### config.mk
export PLATFORM = sky130hd
export DESIGN_NAME = collision_scheduler
export DESIGN_NICKNAME = d
export VERILOG_FILES = /design/src/rtl/collision_scheduler.sv
export SDC_FILE = /design/constraint.sdc
export NUM_CORES = 1
export LEC_CHECK = 0
export CORE_MARGIN = 4
export CORE_UTILIZATION = 50
export DETAILED_ROUTE_END_ITERATION = 16
export PLACE_DENSITY = 0.93
export SLEW_MARGIN = 20
export SYNTH_ARGS = -nofsm -noshare
export SYNTH_HDL_FRONTEND = slang
export SYNTH_SLANG_ARGS = --single-unit
### constraint.sdc
create_clock -name move_clk -period 6.9 [get_ports move_clk]
set_input_delay 2.07 -clock move_clk [delete_from_list [all_inputs] [get_ports move_clk]]
set_output_delay 2.07 -clock move_clk [all_outputs]
set_load 0.005 [all_outputs]
### src/rtl/collision_scheduler.sv
// Per-tick collision scan: every shot against every asteroid, then the ship against every asteroid,
// one pair per cycle through a shared compare, issuing delete requests and tracking score/lives.
module collision_scheduler #(
  parameter int ENTITY_SIZE   = 34,
  parameter int MAX_SHOTS     = 3,
  parameter int MAX_ASTEROIDS = 4,
  parameter int HIT_R         = 8,
  parameter int SHIP_R        = 6,
  parameter int SCORE_W       = 16,
  parameter int LIVES_INIT    = 3,
  localparam int SW = (MAX_SHOTS > 1) ? $clog2(MAX_SHOTS) : 1,
  localparam int AW = (MAX_ASTEROIDS > 1) ? $clog2(MAX_ASTEROIDS) : 1
) (
  input  logic                                  move_clk,
  input  logic                                  reset_n,
  input  logic                                  start,
  input  logic [ENTITY_SIZE-1:0]                ship,
  input  logic [MAX_ASTEROIDS*ENTITY_SIZE-1:0]  asteroids,
  input  logic [MAX_SHOTS*ENTITY_SIZE-1:0]      shots,
  input  logic                                  del_ack,
  output logic                                  busy,
  output logic                                  done,
  output logic                                  del_valid,
  output logic [SW-1:0]                         del_shot_addr,
  output logic [AW-1:0]                         del_ast_addr,
  output logic                                  ship_hit,
  output logic [SCORE_W-1:0]                    score,
  output logic [3:0]                            lives,
  output logic                                  game_over
);

  // state     | meaning
  // S_IDLE    | waiting for start (ignored once game_over)
  // S_SNAP    | latch entity words into local copies
  // S_SHOT    | compare shot[i] vs asteroid[j]
  // S_HIT_REQ | hold delete request until del_ack
  // S_SHIP    | compare ship vs asteroid[j]
  // S_DONE    | one-cycle done pulse
  typedef enum logic [2:0] {S_IDLE, S_SNAP, S_SHOT, S_HIT_REQ, S_SHIP, S_DONE} state_t;

  localparam logic signed [10:0] HIT_LIM  = 11'(HIT_R);
  localparam logic signed [10:0] SHIP_LIM = 11'(SHIP_R);
  localparam logic [SW-1:0]      LAST_SHOT = SW'(MAX_SHOTS - 1);
  localparam logic [AW-1:0]      LAST_AST  = AW'(MAX_ASTEROIDS - 1);

  state_t        state, state_nxt;
  logic [SW-1:0] i_q;
  logic [AW-1:0] j_q;

  logic       shot_act [MAX_SHOTS];
  logic [9:0] shot_x   [MAX_SHOTS];
  logic [9:0] shot_y   [MAX_SHOTS];
  logic       ast_act  [MAX_ASTEROIDS];
  logic [9:0] ast_x    [MAX_ASTEROIDS];
  logic [9:0] ast_y    [MAX_ASTEROIDS];
  logic       ship_act;
  logic [9:0] ship_x, ship_y;

  logic shot_hit_c, ship_hit_c;

  // Direction and spare bits are carried in the entity words but play no part in overlap.
  logic unused_bits;
  assign unused_bits = ^{ship, asteroids, shots};

  function automatic logic near(input logic [9:0] a, input logic [9:0] b,
                                input logic signed [10:0] lim);
    logic signed [10:0] d;
    d = $signed({1'b0, a}) - $signed({1'b0, b});
    if (d[10]) d = -d;
    return d < lim;
  endfunction

  always_comb begin
    shot_hit_c = shot_act[i_q] & ast_act[j_q] &
                 near(shot_x[i_q], ast_x[j_q], HIT_LIM) &
                 near(shot_y[i_q], ast_y[j_q], HIT_LIM);
    ship_hit_c = ship_act & ast_act[j_q] &
                 near(ship_x, ast_x[j_q], SHIP_LIM) &
                 near(ship_y, ast_y[j_q], SHIP_LIM);
  end

  always_comb begin
    state_nxt = state;
    busy      = 1'b0;
    done      = 1'b0;
    del_valid = 1'b0;
    case (state)
      S_IDLE: if (start && !game_over) state_nxt = S_SNAP;
      S_SNAP: begin
        busy      = 1'b1;
        state_nxt = S_SHOT;
      end
      S_SHOT: begin
        busy = 1'b1;
        if (shot_hit_c)                                state_nxt = S_HIT_REQ;
        else if (i_q == LAST_SHOT && j_q == LAST_AST)  state_nxt = S_SHIP;
      end
      S_HIT_REQ: begin
        busy      = 1'b1;
        del_valid = 1'b1;
        if (del_ack) state_nxt = (i_q == LAST_SHOT) ? S_SHIP : S_SHOT;
      end
      S_SHIP: begin
        busy = 1'b1;
        if (ship_hit_c || j_q == LAST_AST) state_nxt = S_DONE;
      end
      S_DONE: begin
        done      = 1'b1;
        state_nxt = S_IDLE;
      end
      default: state_nxt = S_IDLE;
    endcase
  end

  always_ff @(posedge move_clk) begin
    if (!reset_n) begin
      state         <= S_IDLE;
      i_q           <= '0;
      j_q           <= '0;
      del_shot_addr <= '0;
      del_ast_addr  <= '0;
      ship_hit      <= 1'b0;
      score         <= '0;
      lives         <= 4'(LIVES_INIT);
      game_over     <= 1'b0;
      ship_act      <= 1'b0;
      ship_x        <= '0;
      ship_y        <= '0;
      for (int k = 0; k < MAX_SHOTS; k++) begin
        shot_act[k] <= 1'b0;
        shot_x[k]   <= '0;
        shot_y[k]   <= '0;
      end
      for (int k = 0; k < MAX_ASTEROIDS; k++) begin
        ast_act[k] <= 1'b0;
        ast_x[k]   <= '0;
        ast_y[k]   <= '0;
      end
    end else begin
      state    <= state_nxt;
      ship_hit <= 1'b0;
      case (state)
        S_SNAP: begin
          i_q      <= '0;
          j_q      <= '0;
          ship_act <= ship[33];
          ship_x   <= ship[15:6];
          ship_y   <= ship[25:16];
          for (int k = 0; k < MAX_SHOTS; k++) begin
            shot_act[k] <= shots[k*ENTITY_SIZE + 33];
            shot_x[k]   <= shots[k*ENTITY_SIZE + 6 +: 10];
            shot_y[k]   <= shots[k*ENTITY_SIZE + 16 +: 10];
          end
          for (int k = 0; k < MAX_ASTEROIDS; k++) begin
            ast_act[k] <= asteroids[k*ENTITY_SIZE + 33];
            ast_x[k]   <= asteroids[k*ENTITY_SIZE + 6 +: 10];
            ast_y[k]   <= asteroids[k*ENTITY_SIZE + 16 +: 10];
          end
        end
        S_SHOT: begin
          if (shot_hit_c) begin
            // Clearing the local copies keeps one shot or asteroid from being killed twice.
            del_shot_addr <= i_q;
            del_ast_addr  <= j_q;
            shot_act[i_q] <= 1'b0;
            ast_act[j_q]  <= 1'b0;
          end else if (j_q == LAST_AST) begin
            j_q <= '0;
            i_q <= (i_q == LAST_SHOT) ? '0 : i_q + 1'b1;
          end else begin
            j_q <= j_q + 1'b1;
          end
        end
        S_HIT_REQ: begin
          if (del_ack) begin
            if (score != '1) score <= score + 1'b1;
            j_q <= '0;
            i_q <= (i_q == LAST_SHOT) ? '0 : i_q + 1'b1;
          end
        end
        S_SHIP: begin
          if (ship_hit_c) begin
            ship_hit <= 1'b1;
            if (lives != 4'd0)  lives     <= lives - 4'd1;
            if (lives <= 4'd1)  game_over <= 1'b1;
          end else if (j_q != LAST_AST) begin
            j_q <= j_q + 1'b1;
          end
        end
        default: ;
      endcase
    end
  end

endmodule
==> run_results.csv, run 1 <==
group,metric,value,unit
placement,post-place-ws,1.32,ns
synthesis,netlist_instances,1073,
placement,place_congestion,0.919,
detailed_routing,vias_per_cell,5.89,
run_status,status,"complete, no violations",
sta,rsz0062_at_grt,"no",
cts,cts_tree,"done",
layout,drive_above_1_share,6.89,%
synthesis,synth_top_area_share,36.6,%
placement,io_buffer_count,200,
global_routing,globalRouteOverflowTotal,0,
synthesis,seq_area_frac_synth,48.0,%
synthesis,ys_ff_latch,205,
layout,utilization,64.2,%
flow_run,maxCapViolCount,0,
cts,ctsHoldBuffers,0,
cts,numClockSinks,205,
global_routing,grt_pass1_wl,47.6,mm
floorplanning,start_util,50.7,%
global_routing,antenna_found_initial,1,
sta,worst_pin_slew,0.950,ns
cts,insertion_delay,0.50,ns
synthesis,syn-num-nets,1402,
layout,multi_input_area,5620,um2
global_routing,grt_usage,22.8,%
detailed_routing,drc,0,
cts,ctsRootBufferMaster,"clkbuf_16",
critical_path,crit_chain,"buf_4, mux4_2, inv_1, fa_1, a21o_1, a21oi_1, o311ai_0, nor3_1, a2111o_1, a31o_2, or4_1, nor4_2, a21oi_1",
critical_path,regToRegSetupSlack,1.22,ns
synthesis,syn_area,11500,um2
synthesis,synth_cell_types,80,
floorplanning,core-area,22600,um2
global_routing,grt_pass1_vias,9208,
floorplanning,rows,55,
sta,timing.final.max_slew_violations,0,
placement,placed_cells,1522,
sta,setup_viol,0,
sta,min_period_over_period,82.3,%
cts,cts_buffer_depth,3,
sta,whs,0.488,ns
detailed_routing,drt-wirelength-per-cell,19.3,um
synthesis,syn_area_per_cell,10.7,um2
synthesis,synth_edf_count,140,
synthesis,yosysTopAreaCell,"edfxtp_1",
sta,relSlewSlack,36.6,%
detailed_routing,dr.pass1.iters,5,
detailed_routing,drt_iter0_drc,753,
min_path,hold_path.class,"register to register",
sta,max_freq,176,MHz
detailed_routing,ant_nets,0,
cts,ctsResizeCount,0,
synthesis,async_reset_ff_share,0,%
critical_path,cp_num_buf_inv,2,
layout,fin_nets,1590,
power_and_ir_drop,vdd_drop_max,0.000292,V
critical_path,slowest_stage,"dfxtp_1",
floorplanning,ios,305,
synthesis,yosys_most_used_dff,"edfxtp_1",
critical_path,cp.required,7.25,ns
layout,layout_common_cells,"clkdlybuf4s50_1 (200), and2_1 (143), edfxtp_1 (140)",
global_routing,grt_max_degree,102,
critical_path,startpoint_type,"register",
placement,hpwl,21.8,mm
floorplanning,die_w,160,um
layout,fillers,1626,
power_and_ir_drop,power.leakage,0.00547,uW
detailed_routing,num_vias,9211,
sta,tns,0,ns
layout,final_common_cell,"clkdlybuf4s50_1",
cts,cts.reportedPaths.clkPinSlew,0.06,ns
sta,fin_crit,5.68,ns
critical_path,crit_type,"register to register",
detailed_routing,drt-total-wl,30.2,mm
cts,cts_setup_buffers,0,
critical_path,cpLargestDelayFamily,"compound AO/OA/AOI/OAI gates",
layout,regArea,5510,um2
layout,layout.cells.non_filler,1563,
critical_path,crit_path_max_incr_delay,0.94,ns
sta,hold_viol_final,0,
floorplanning,die_area,25400,um2
sta,skew,0.00950,ns
critical_path,arrival,6.03,ns
critical_path,crit_top_cell,"a21oi_1",
power_and_ir_drop,power_density,382,nW/um2
critical_path,crit_fanout,12,
cts,htree_levels,1,
floorplanning,die_y,160,um
layout,area_delta_synth_final,26.7,%
synthesis,yosys_warnings,0,
sta,setup_slack,1.22,ns
cts,cts-buffers-inserted,22,
synthesis,synthTopCellsByArea,"edfxtp_1 (37%), dfxtp_1 (11%), and2_1 (7.8%)",
critical_path,endpoint_kind,"register",
-- flip-flops by register name, summed over array words and instances (netlist names), 3 cells and up, named ones only --
register	cells
ast_x	40
ast_act	4
shot_y	30
lives	4
ship_y	10
score	16
ship_x	10
ast_y	40
state	3
shot_act	3
shot_x	30
-- layer usage --
layer / share of wire, % / up-vias / GRT usage (%)
met2: 50 / 355 / 40.5
met4: 3.7 / 0 / 7.93
met1: 40 / 4443 / 28.2
li1: - / 4336 / -
met5: 0 / - / 0
met3: 6.0 / 77 / 3.70
-- per-stage QoR --
step                      instance area (um2)  total power [uW]
after floorplan                         11500              3630
after global placement                  13700              4100
after detailed placement                13700              4210
after CTS                               14500              5520
after global routing                    14500              5900
final                                   14500              5550
-- cells in the mapped netlist, types with 4 or more instances --
library cell	number
o21a_1	13
a211oi_1	6
nor3_1	19
nor2b_1	9
xnor2_1	20
o211ai_1	7
a22o_1	19
nand2b_1	13
mux4_2	21
and2_1	143
a21oi_1	50
nand3_1	17
o21ai_0	60
inv_1	45
mux2i_1	31
and3_1	11
nor2_1	64
a31oi_1	7
dfxtp_1	65
nand3b_1	8
nand2_1	62
o221ai_1	4
clkbuf_1	37
ha_1	49
o21bai_1	6
fa_1	4
or3_1	9
a22oi_1	8
edfxtp_1	140
or4_1	5
a21o_1	13
nand4b_1	4
nand4_1	6
xor2_1	18
buf_1	6
-- final timing paths --
check / from / endpoint / cells past startpoint
min reg2reg: ship_x[7]$_SDFFE_PN0P_ / ship_x[7]$_SDFFE_PN0P_ / 1
max: register / ast_act[3]$_SDFFE_PP0P_ / 13
max reg2reg: register / ast_act[3]$_SDFFE_PP0P_ / 13
min: ship_x[7]$_SDFFE_PN0P_ / ship_x[7]$_SDFFE_PN0P_ / 1
-- area by class of cell --
cell class / instances / area share, %
diodes: 1 / 0.0172
clock buffers: 28 / 4.29
clock inverters: 12 / 1.20
inverters: 46 / 1.22
multi-input cells: 776 / 38.7
flip-flops and latches: 205 / 37.9
well taps: 285 / 2.45
repair buffers: 210 / 14.3
-- report_power, final --
part	internal (uW)	switching (uW)	total, uW
Clock	793	493	1290
Sequential	1660	120	1780
Combinational	1050	1430	2480
-- cells by family (layout without fill, tap and decap cells) --
group	count (synthesis)	after routing	share of synthesized area (%)
AND/OR/NAND/NOR	390	390	18.8
AO/OA/AOI/OAI	241	241	14.2
flip-flops	205	205	48.0
buffers and inverters	92	296	3.10
multiplexers	54	54	7.02
adder cells (fa/ha/maj)	53	53	6.04
XOR/XNOR	38	38	2.90
other	0	1	0
Power figures use the tool's default switching activity.
==> inputs of run 2 (changes only) <==
Clock period 6.9 ns to 6 ns, I/O delays scaled along.
==> run 2 against run 1 <==
  * Combinational power grew 15%
  * Worst setup slack worse by 0.54 ns
  * Clock power hardly changed
  * Largest cell class unchanged
  * Power up 11%
  * Sequential share of layout area rose by 0.23 points
  * Critical path type unchanged
  * Die area stayed put
==> run_results.csv, run 2 (same netlist as run 1, synthesis figures left out) <==
group,metric,value,unit
global_routing,grt_pass1_vias,9075,
global_routing,grt_max_degree,92,
cts,ctsRootBufferMaster,"clkbuf_16",
sta,rsz0062_at_grt,"no",
critical_path,endpoint_kind,"register",
power_and_ir_drop,comb_power_share,46.0,%
sta,hold_viol_final,0,
floorplanning,die_y,160,um
critical_path,cp.required,6.36,ns
power_and_ir_drop,power_density,427,nW/um2
cts,cts_buffer_depth,3,
placement,postPlaceCellArea,13800,um2
detailed_routing,dr.pass1.iters,5,
detailed_routing,num_vias,9069,
sta,whs,0.491,ns
cts,cts-buffers-inserted,22,
critical_path,crit_fanout,8,
sta,timing.final.max_slew_violations,0,
cts,ctsHoldBuffers,0,
layout,diodes,0,
detailed_routing,drt-wirelength-per-cell,18.5,um
placement,place_congestion,0.911,
layout,finalInstanceArea,14500,um2
cts,ctsResizeCount,0,
power_and_ir_drop,vdd_drop_max,0.000272,V
min_path,hold_path.class,"register to register",
power_and_ir_drop,swShare,37.3,%
cts,insertion_delay,0.50,ns
global_routing,antenna_found_initial,0,
detailed_routing,drt-total-wl,29.0,mm
sta,relSlewSlack,49.2,%
critical_path,crit_chain,"buf_4, mux2i_1, o21ai_0, ha_1, and2_1, a21oi_1, o311ai_0, nor3_1, a2111o_1, a31o_2, or4_1, nor4_2, a21oi_1",
sta,setup_viol,0,
layout,top_regs,"ast_x: 40 flops, ast_y: 40 flops",
power_and_ir_drop,p_seq_share,33.0,%
layout,drive_above_1_share,6.49,%
detailed_routing,vias_per_cell,5.80,
critical_path,crit_top_cell,"a21oi_1",
floorplanning,die_area,25400,um2
power_and_ir_drop,finalPower,6170,uW
power_and_ir_drop,p_int,3870,uW
floorplanning,rows,55,
critical_path,crit_path_max_incr_delay,0.70,ns
sta,min_period_over_period,88.6,%
run_status,status,"complete, no violations",
floorplanning,die_w,160,um
cts,cts_setup_buffers,0,
sta,skew,0.00880,ns
layout,fin_nets,1592,
global_routing,grt_usage,22.1,%
critical_path,slowest_stage,"dfxtp_1",
critical_path,cpLargestDelayFamily,"compound AO/OA/AOI/OAI gates",
placement,hpwl,21.6,mm
critical_path,crit_type,"register to register",
layout,area_delta_synth_final,25.9,%
sta,max_freq,188,MHz
cts,cts.reportedPaths.clkPinSlew,0.06,ns
sta,tns,0,ns
global_routing,globalRouteOverflowTotal,0,
layout,layout.cells.non_filler,1564,
power_and_ir_drop,clockPowerShare,20.9,%
critical_path,startpoint_type,"register",
detailed_routing,drc,0,
detailed_routing,drt_iter0_drc,668,
layout,layout_common_cells,"clkdlybuf4s50_1 (200), and2_1 (143), edfxtp_1 (140)",
critical_path,cp_num_buf_inv,1,
cts,htree_levels,1,
floorplanning,ios,305,
power_and_ir_drop,power.leakage,0.00544,uW
sta,fin_crit,5.32,ns
placement,placed_cells,1524,
critical_path,arrival,5.68,ns
layout,final_common_cell,"clkdlybuf4s50_1",
floorplanning,core-area,22600,um2
floorplanning,start_util,50.7,%
cts,numClockSinks,205,
cts,cts_tree,"done",
global_routing,grt_pass1_wl,46.2,mm
detailed_routing,ant_nets,0,
placement,io_buffer_count,200,
flow_run,maxCapViolCount,0,
sta,worst_pin_slew,0.762,ns
power_and_ir_drop,p_switching,2310,uW
[run 2: changes by cell type in the layout (fill, tap and decap cells not counted), sizes merged]
cell / delta
buf: +2
bufinv: -4
clkinv: +1
diode: -1
clkbuf: +6
clkinvlp: -3
[run 2: final timing paths]
| path | startpoint | end | slack (ns) | cells after the start |
|---|---|---|---|---|
| max | register | ast_act[3]$_SDFFE_PP0P_ | 0.68 | 13 |
| min reg2reg | ship_y[8]$_SDFFE_PN0P_ | ship_y[8]$_SDFFE_PN0P_ | 0.49 | 1 |
| max reg2reg | register | ast_act[3]$_SDFFE_PP0P_ | 0.68 | 13 |
| min | ship_y[8]$_SDFFE_PN0P_ | ship_y[8]$_SDFFE_PN0P_ | 0.49 | 1 |
[run 2: layer usage]
| layer | global-route usage [%] | part of all wire (%) | vias up |
|---|---|---|---|
| met3 | 3.42 | 5.6 | 92 |
| met2 | 38.5 | 49 | 336 |
| met4 | 8.44 | 4.3 | 0 |
| met5 | 0 | 0 | - |
| li1 | - | - | 4326 |
| met1 | 27.9 | 41 | 4315 |
[run 2: metrics by stage]
stage	setup WS (ns)	util, %
5_1_grt	0.402	63.8
2_1_floorplan	0.551	-
3_5_place_dp	0.760	60.8
6_report	0.683	63.8
4_1_cts	0.742	63.8
3_3_place_gp	0.949	60.8
[run 2: cell type report]
class / count / area [um2]
fill: 1608 / 8190
sequential: 205 / 5510
inverter: 46 / 178
clock buffer: 34 / 657
multi-input combinational: 776 / 5620
tap: 285 / 357
clock inverter: 6 / 30.0
timing repair buffer: 212 / 2100
[run 2: power by group through the flow]
| stage | clock network (uW) | logic, uW | registers (uW) |
|---|---|---|---|
| 2_1_floorplan | 0 | 2150 | 2020 |
| 3_3_place_gp | 0 | 2680 | 2040 |
| 3_5_place_dp | 0 | 2790 | 2070 |
| 4_1_cts | 1310 | 2810 | 2040 |
| 5_1_grt | 1380 | 3160 | 2070 |
| 6_report | 1290 | 2840 | 2040 |
==> inputs of run 3 (changes only) <==
Settings changed: PLACE_DENSITY 0.93 to unset, PLACE_DENSITY_LB_ADDON set to 0.08.
==> run 3 against run 2 <==
  * Global-route usage is 1.3 points lower
  * Count of clock-buffer cells in the layout fell by 7
  * Combinational power hardly changed
  * Critical endpoint is now lives[2]$_SDFFE_PN0P_
  * Highest routed layer unchanged
  * Worst setup slack improved by 0.069 ns
  * Final cell count up 0.26%
  * Die area did not move
==> run_results.csv, run 3 (same netlist as run 1, synthesis figures left out) <==
group,metric,value,unit
cts,htree_levels,1,
sta,min_period_over_period,87.5,%
power_and_ir_drop,swShare,37.1,%
critical_path,arrival,5.68,ns
power_and_ir_drop,clockPowerShare,21.1,%
layout,layout_common_cells,"clkdlybuf4s50_1 (200), and2_1 (143), edfxtp_1 (140)",
layout,top_regs,"ast_x: 40 flops, ast_y: 40 flops",
detailed_routing,drc,0,
placement,hpwl,20.2,mm
min_path,hold_path.class,"register to register",
power_and_ir_drop,vdd_drop_max,0.000220,V
floorplanning,core-area,22600,um2
cts,ctsResizeCount,0,
cts,cts-buffers-inserted,23,
critical_path,crit_type,"register to register",
detailed_routing,drt-total-wl,27.0,mm
sta,worst_pin_slew,0.751,ns
floorplanning,die_y,160,um
sta,max_freq,191,MHz
global_routing,grt_usage,20.9,%
floorplanning,ios,305,
floorplanning,rows,55,
layout,fillers,1820,
floorplanning,start_util,50.7,%
layout,multi_input_area,5620,um2
cts,cts_tree,"done",
layout,final_common_cell,"clkdlybuf4s50_1",
power_and_ir_drop,comb_power_share,46.0,%
power_and_ir_drop,power_density,424,nW/um2
cts,ctsRootBufferMaster,"clkbuf_16",
global_routing,grt_max_degree,128,
sta,relSlewSlack,49.6,%
sta,rsz0062_at_grt,"no",
cts,cts_buffer_depth,3,
placement,io_buffer_count,200,
cts,ctsHoldBuffers,0,
flow_run,maxCapViolCount,0,
power_and_ir_drop,p_switching,2280,uW
critical_path,crit_fanout,12,
placement,post-place-ws,0.782,ns
cts,cts.reportedPaths.clkPinSlew,0.06,ns
critical_path,startpoint_type,"register",
layout,drive_above_1_share,7.09,%
detailed_routing,ant_nets,0,
layout,regArea,5510,um2
sta,timing.final.max_slew_violations,0,
layout,fin_nets,1597,
cts,numClockSinks,205,
critical_path,cp.required,6.43,ns
floorplanning,die_area,25400,um2
layout,diodes,0,
placement,place_congestion,0.872,
sta,setup_viol,0,
detailed_routing,dr.pass1.iters,5,
global_routing,grt_pass1_vias,8601,
detailed_routing,drt-wirelength-per-cell,17.2,um
sta,setup_slack,0.751,ns
sta,skew,0.0118,ns
floorplanning,die_w,160,um
sta,hold_viol_final,0,
global_routing,globalRouteOverflowTotal,0,
layout,area_delta_synth_final,26.2,%
detailed_routing,vias_per_cell,5.58,
detailed_routing,drt_iter0_drc,491,
layout,utilization,64.0,%
cts,cts_setup_buffers,0,
detailed_routing,num_vias,8748,
sta,tns,0,ns
global_routing,grt_pass1_wl,43.9,mm
power_and_ir_drop,p_int,3860,uW
power_and_ir_drop,p_seq_share,33.0,%
sta,fin_crit,5.25,ns
cts,insertion_delay,0.50,ns
critical_path,endpoint_kind,"register",
run_status,status,"complete, no violations",
power_and_ir_drop,power.leakage,0.00546,uW
global_routing,antenna_found_initial,0,
-- run 3: cell types whose count changed in the layout (fill, tap and decap cells not counted) --
cell	previous run	this run
clkbuf_1	7	4
clkinvlp_4	0	2
clkbuf_8	4	0
buf_4	11	15
clkinv_2	2	8
clkinv_1	4	3
inv_6	2	1
bufinv_16	0	1
-- run 3: path summary, 6_finish.rpt --
| path | start | endpoint | slack, ns | cells past startpoint |
|---|---|---|---|---|
| worst max-delay path | register | lives[2]$_SDFFE_PN0P_ | 0.75 | 16 |
| worst min-delay path | ship_x[9]$_SDFFE_PN0P_ | ship_x[9]$_SDFFE_PN0P_ | 0.49 | 1 |
| worst max register to register | register | lives[2]$_SDFFE_PN0P_ | 0.75 | 16 |
| worst min register to register | ship_x[9]$_SDFFE_PN0P_ | ship_x[9]$_SDFFE_PN0P_ | 0.49 | 1 |
-- run 3: power by group through the flow --
stage                     combinational, uW  sequential (uW)  clock (uW)
after global placement                 2740             2040           0
after CTS                              2810             2030        1320
after global routing                   3160             2050        1390
after floorplan                        2150             2020           0
final                                  2820             2020        1290
after detailed placement               2790             2050           0
-- run 3: metal layers --
layer	global-route usage (%)	share of wire, %	routed length (um)	vias up
met5	0	0	0	-
met4	4.65	2.0	528	0
li1	-	-	-	4347
met3	4.35	6.6	1790	35
met2	33.7	46	12400	249
met1	29.3	46	12400	4117
-- run 3: cell type report --
cell class                      instances  area share, %
Tap cell                              285           2.46
Sequential cell                       205           38.0
Inverter                               46           1.23
Multi-Input combinational cell        776           38.8
Timing Repair Buffer                  216           14.7
Clock inverter                         13          0.639
Clock buffer                           27           4.08
-- run 3: metrics by stage --
| stage | power, uW | hold WS (ns) | area, um2 | std cells |
|---|---|---|---|---|
| floorplan | 4180 | 0.456 | 11500 | 1073 |
| global placement | 4780 | 0.471 | 13800 | 1528 |
| detailed placement | 4850 | 0.471 | 13800 | 1528 |
| CTS | 6150 | 0.492 | 14500 | 1568 |
| global route | 6600 | 0.513 | 14500 | 1568 |
| finish | 6140 | 0.487 | 14500 | 1568 |
-- run 3: worst max-delay path: stages, from the launching register on --
cell	delay [ns]
dfxtp_1	0.36
buf_4	0.27
buf_4	0.27
mux4_2	0.57
inv_1	0.15
ha_1	0.35
and3_1	0.24
a221oi_2	0.39
nor2b_1	0.15
o22ai_1	0.51
and4b_1	0.28
nor2_1	0.04
a221oi_1	0.25
a21oi_1	0.19
or3_1	0.56
or4_1	0.45
a21oi_1	0.14
==> edit 1: new RTL, config.mk and constraints of run 1 <==
The parameter `MAX_ASTEROIDS` goes from 4 to 8.
--- a/src/rtl/collision_scheduler.sv
+++ b/src/rtl/collision_scheduler.sv
@@ -3,7 +3,7 @@
 module collision_scheduler #(
   parameter int ENTITY_SIZE   = 34,
   parameter int MAX_SHOTS     = 3,
-  parameter int MAX_ASTEROIDS = 4,
+  parameter int MAX_ASTEROIDS = 8,
   parameter int HIT_R         = 8,
   parameter int SHIP_R        = 6,
   parameter int SCORE_W       = 16,
Interface: changed (resized asteroids and del_ast_addr); port bits go from 305 to 442. No check against the original RTL was run, so the function may have changed too.
==> edit 1 against run 1 <==
  * Sequential cell count increased by 87
  * Final area increased by 34%
  * Setup slack improved by 64 ps
  * Critical path depth stayed put
  * Synthesized cell count rose by 18%
  * Area after synthesis grew 32%
  * Total power grew 30%
  * Routed wire length up 29%
  * Critical path type unchanged
  * Largest cell class is now registers
  * Largest power group unchanged
==> edit 1: results <==
[global_route]
grt_util_met1_pct = 29.2
use_met2_pct = 38.4
grt_pass1_wl_um = 59800
track_usage_pct = 22.6
grt_max_degree = 213

[finish]
clk_share_pct = 5.43
multi_input_area_share_pct = 34.8
clockBufferCount = 38
nNetsFinal = 1994
fillerInstances = 2056
drive_gt1_share_pct = 8.62
multi_input_gates = 876

[power]
vdd_drop_max_uv = 237
pg_comb_mw = 2.87
leakage_nw = 7.26
p_sw_mw = 2.45

[synth]
syn_nets = 1730
synth-seq-area-share_pct = 53.0
synthTopCellsByArea = edfxtp_1 (44%), dfxtp_1 (9.5%), and2_1 (9.2%)
synth_edf_count = 220
postSynthCellCount = 1267
synth_commonest_cells = and2_1 (224), edfxtp_1 (220), dfxtp_1 (72)

[status]
status = finished, final reports clean

[placed_design]
port_buffers = 285
place_ws_ps = 1340
dp_hpwl_um = 27600

[detailed_routing]
via_count = 11200
drt_wl_total_um = 38900
routed-wl-met3_um = 3380
wl_met2_um = 19000
drt_iter0_drc = 986

[cts]
cts_inserted_buffers = 31
worstSkewPairLatency_ps = 560

[timing]
maxSlewHeadroom_pct = 29.9
skew_ps = 22.8

[setup_path]
cp_max_fo = 33
edit 1: worst paths after layout:
path,from,endpoint,slack [ps],cells past startpoint
worst max-delay path,flip-flop,j_q[0]$_SDFFE_PN0P_,1280,13
worst min-delay path,del_ast_addr[1]$_SDFFE_PN0P_,del_ast_addr[1]$_SDFFE_PN0P_,470,2
worst max register to register,flip-flop,j_q[0]$_SDFFE_PN0P_,1280,13
worst min register to register,del_ast_addr[1]$_SDFFE_PN0P_,del_ast_addr[1]$_SDFFE_PN0P_,470,2
edit 1: tightest hold or removal path, cell delays in order, from the launching register on:
cell and delay [ps]:
dfxtp_1 310, nand2_1 60, a21oi_1 50
edit 1: kinds of logic after synthesis:
family                   count (synthesis)  synth area share [%]
AO/OA/AOI/OAI                          216                  9.94
XOR/XNOR                                39                  2.35
buffers and inverters                   99                  2.55
adder cells (fa/ha/maj)                 51                  4.40
flip-flops                             292                  53.0
AND/OR/NAND/NOR                        467                  17.4
multiplexers                           103                  10.3
==> edit 2: new RTL, config.mk and constraints of run 1 <==
Made on the original files. The 6 states of `state_t` get a one-hot encoding in 6 bits.
--- a/src/rtl/collision_scheduler.sv
+++ b/src/rtl/collision_scheduler.sv
@@ -36,7 +36,7 @@
   // S_HIT_REQ | hold delete request until del_ack
   // S_SHIP    | compare ship vs asteroid[j]
   // S_DONE    | one-cycle done pulse
-  typedef enum logic [2:0] {S_IDLE, S_SNAP, S_SHOT, S_HIT_REQ, S_SHIP, S_DONE} state_t;
+  typedef enum logic [5:0] {S_IDLE = 6'b000001, S_SNAP = 6'b000010, S_SHOT = 6'b000100, S_HIT_REQ = 6'b001000, S_SHIP = 6'b010000, S_DONE = 6'b100000} state_t;
 
   localparam logic signed [10:0] HIT_LIM  = 11'(HIT_R);
   localparam logic signed [10:0] SHIP_LIM = 11'(SHIP_R);
Function: no difference found for any inputs over 4 cycles, from zero or initial values and one cycle with reset_n low; so few cycles prove little.
==> edit 2 against run 1 <==
  * Final area grew 0.87%
  * Utilization is essentially flat
  * Setup slack gained 510 ps
  * Routed wire length grew 4.7%
  * Area after synthesis grew 2.3%
  * Clock skew grew 12 ps
  * Cell count grew 3.0%
  * Non-clock buffer count shrank 1
  * Synthesized cell count grew 3.4%
  * Sequential cell count grew 3
Power is not compared: it rests on default switching activity, and its combinational part moved more than twofold at a synthesized area within 25%.
==> edit 2: results <==
[cts]
clockRootBuffer = clkbuf_16
post_cts_buffers = 0
cts.repair.resized = 0
worstSkewPairLatency_ps = 520
clockBufferDepth = 3
htreeDepth = 1
cts_inserted_buffers = 23
clk_pin_slew_ps = 70

[setup_path]
arrival_ps = 5600
cp_max_fo = 17

[global_route]
grt_max_degree = 90
first_global_vias = 9454
track_usage_pct = 23.3
grt_pass1_wl_um = 49300
antenna_found_initial = 2

[synth]
synth_edf_count = 140
synth.most_common_cell = and3_1
synth-seq-area-share_pct = 47.4
yosys_warnings = 0
synthTopCellsByArea = edfxtp_1 (36%), dfxtp_1 (12%), and3_1 (7.7%)
synth_commonest_cells = and3_1 (145), edfxtp_1 (140), nand2_1 (104)
syn_nets = 1439
synthFlopType = edfxtp_1
async_flop_share_pct = 0
yosysUniqueCellTypes = 84

[detailed_routing]
via_count = 9431
drt_wl_total_um = 31700
drt_iter0_drc = 783
drt_pass1_iterations = 5

[timing]
skew_ps = 21.8
worstMarginPinSlew_ps = 1020
fin_tns_setup_ps = 0

[power]
vdd_drop_max_uv = 172
leakage_nw = 5.96
power_switching_share_pct = 25.7

[placed_design]
dp_hpwl_um = 22800
place_congestion = 0.862
port_buffers = 200

[finish]
drive_gt1_share_pct = 7.10
nNetsFinal = 1607
top_regs = ast_x (40), ast_y (40)

[hold_path]
worstHoldPathType = reg -> reg

[status]
status = finished, final reports clean
-- edit 2: cell types whose count changed after synthesis, sizes merged, moves of 11 or more --
cell / delta
nand2: +42
clkbuf: +18
o21ai: -18
a22o: -19
and2: -138
and3: +135
mux2i: +12
a211oi: +11
-- edit 2: cell families (layout without fill, tap and decap cells) --
logic type / after synthesis / in the layout / share of synthesized area (%)
DFF: 208 / 208 / 47.4
other: 0 / 2 / 0
muxes: 67 / 67 / 7.98
and+or+nand+nor: 427 / 427 / 19.6
AOI/OAI and AO/OA: 199 / 199 / 11.8
xor gates and xnor gates: 47 / 47 / 3.57
buffers and inverters: 109 / 294 / 3.75
adders and majority gates: 53 / 53 / 5.90
-- edit 2: layout make-up --
type	instances	area [um2]
Clock buffer	30	612
Inverter	43	161
Antenna cell	2	5.00
Sequential cell	208	5570
Timing Repair Buffer	209	2070
Fill cell	1703	8180
Multi-Input combinational cell	793	5750
Clock inverter	12	113
Tap cell	313	392
-- edit 2: worst paths after layout --
kind	startpoint	end	slack [ps]	cells past startpoint
setup / recovery	flip-flop	j_q[0]$_SDFFE_PN0P_	1730	16
hold / removal	ship_y[0]$_SDFFE_PN0N_	ship_y[0]$_SDFFE_PN0N_	460	2
setup reg to reg	flip-flop	j_q[0]$_SDFFE_PN0P_	1730	16
hold reg to reg	ship_y[0]$_SDFFE_PN0N_	ship_y[0]$_SDFFE_PN0N_	460	2
-- edit 2: per-stage QoR --
step	instance area (um2)	hold slack (ps)	worst slack (ps)	cells	power, mW
4_1_cts	14700	465	1890	1608	3.17
3_5_place_dp	13900	457	1920	1566	1.99
3_3_place_gp	13900	447	2030	1566	1.97
2_1_floorplan	11700	432	1110	1110	1.81
5_1_grt	14700	484	1560	1608	3.29
6_report	14700	459	1730	1610	3.17
-- edit 2: power by group through the flow --
stage                     Clock, mW  Combinational (mW)  Sequential [mW]
after CTS                      1.20               0.555             1.42
after global routing           1.25               0.611             1.42
after global placement            0               0.533             1.44
after detailed placement          0               0.550             1.44
after floorplan                   0               0.364             1.44
final                          1.19               0.562             1.42
-- edit 2: worst max-delay path, stage by stage, from the launching register on --
cell and delay [ps]:
dfxtp_1 600, buf_4 430, mux2i_1 230, nor2_1 60, a21oi_1 190, ha_1 200, inv_1 60, fa_1 410
a211oi_1 440, o211ai_1 220, a31o_2 280, a21oi_1 280, nand4_1 130, mux2_2 330, nor4_4 800, a211o_4 220
mux2i_1 190
-- edit 2: metal layers --
metal / vias to the layer above / track usage [%] / wire (um)
met2: 346 / 40.5 / 15700
met3: 66 / 5.69 / 2480
met4: 2 / 6.40 / 911
met1: 4556 / 29.1 / 12600
li1: 4461 / - / -
met5: - / 0 / 13
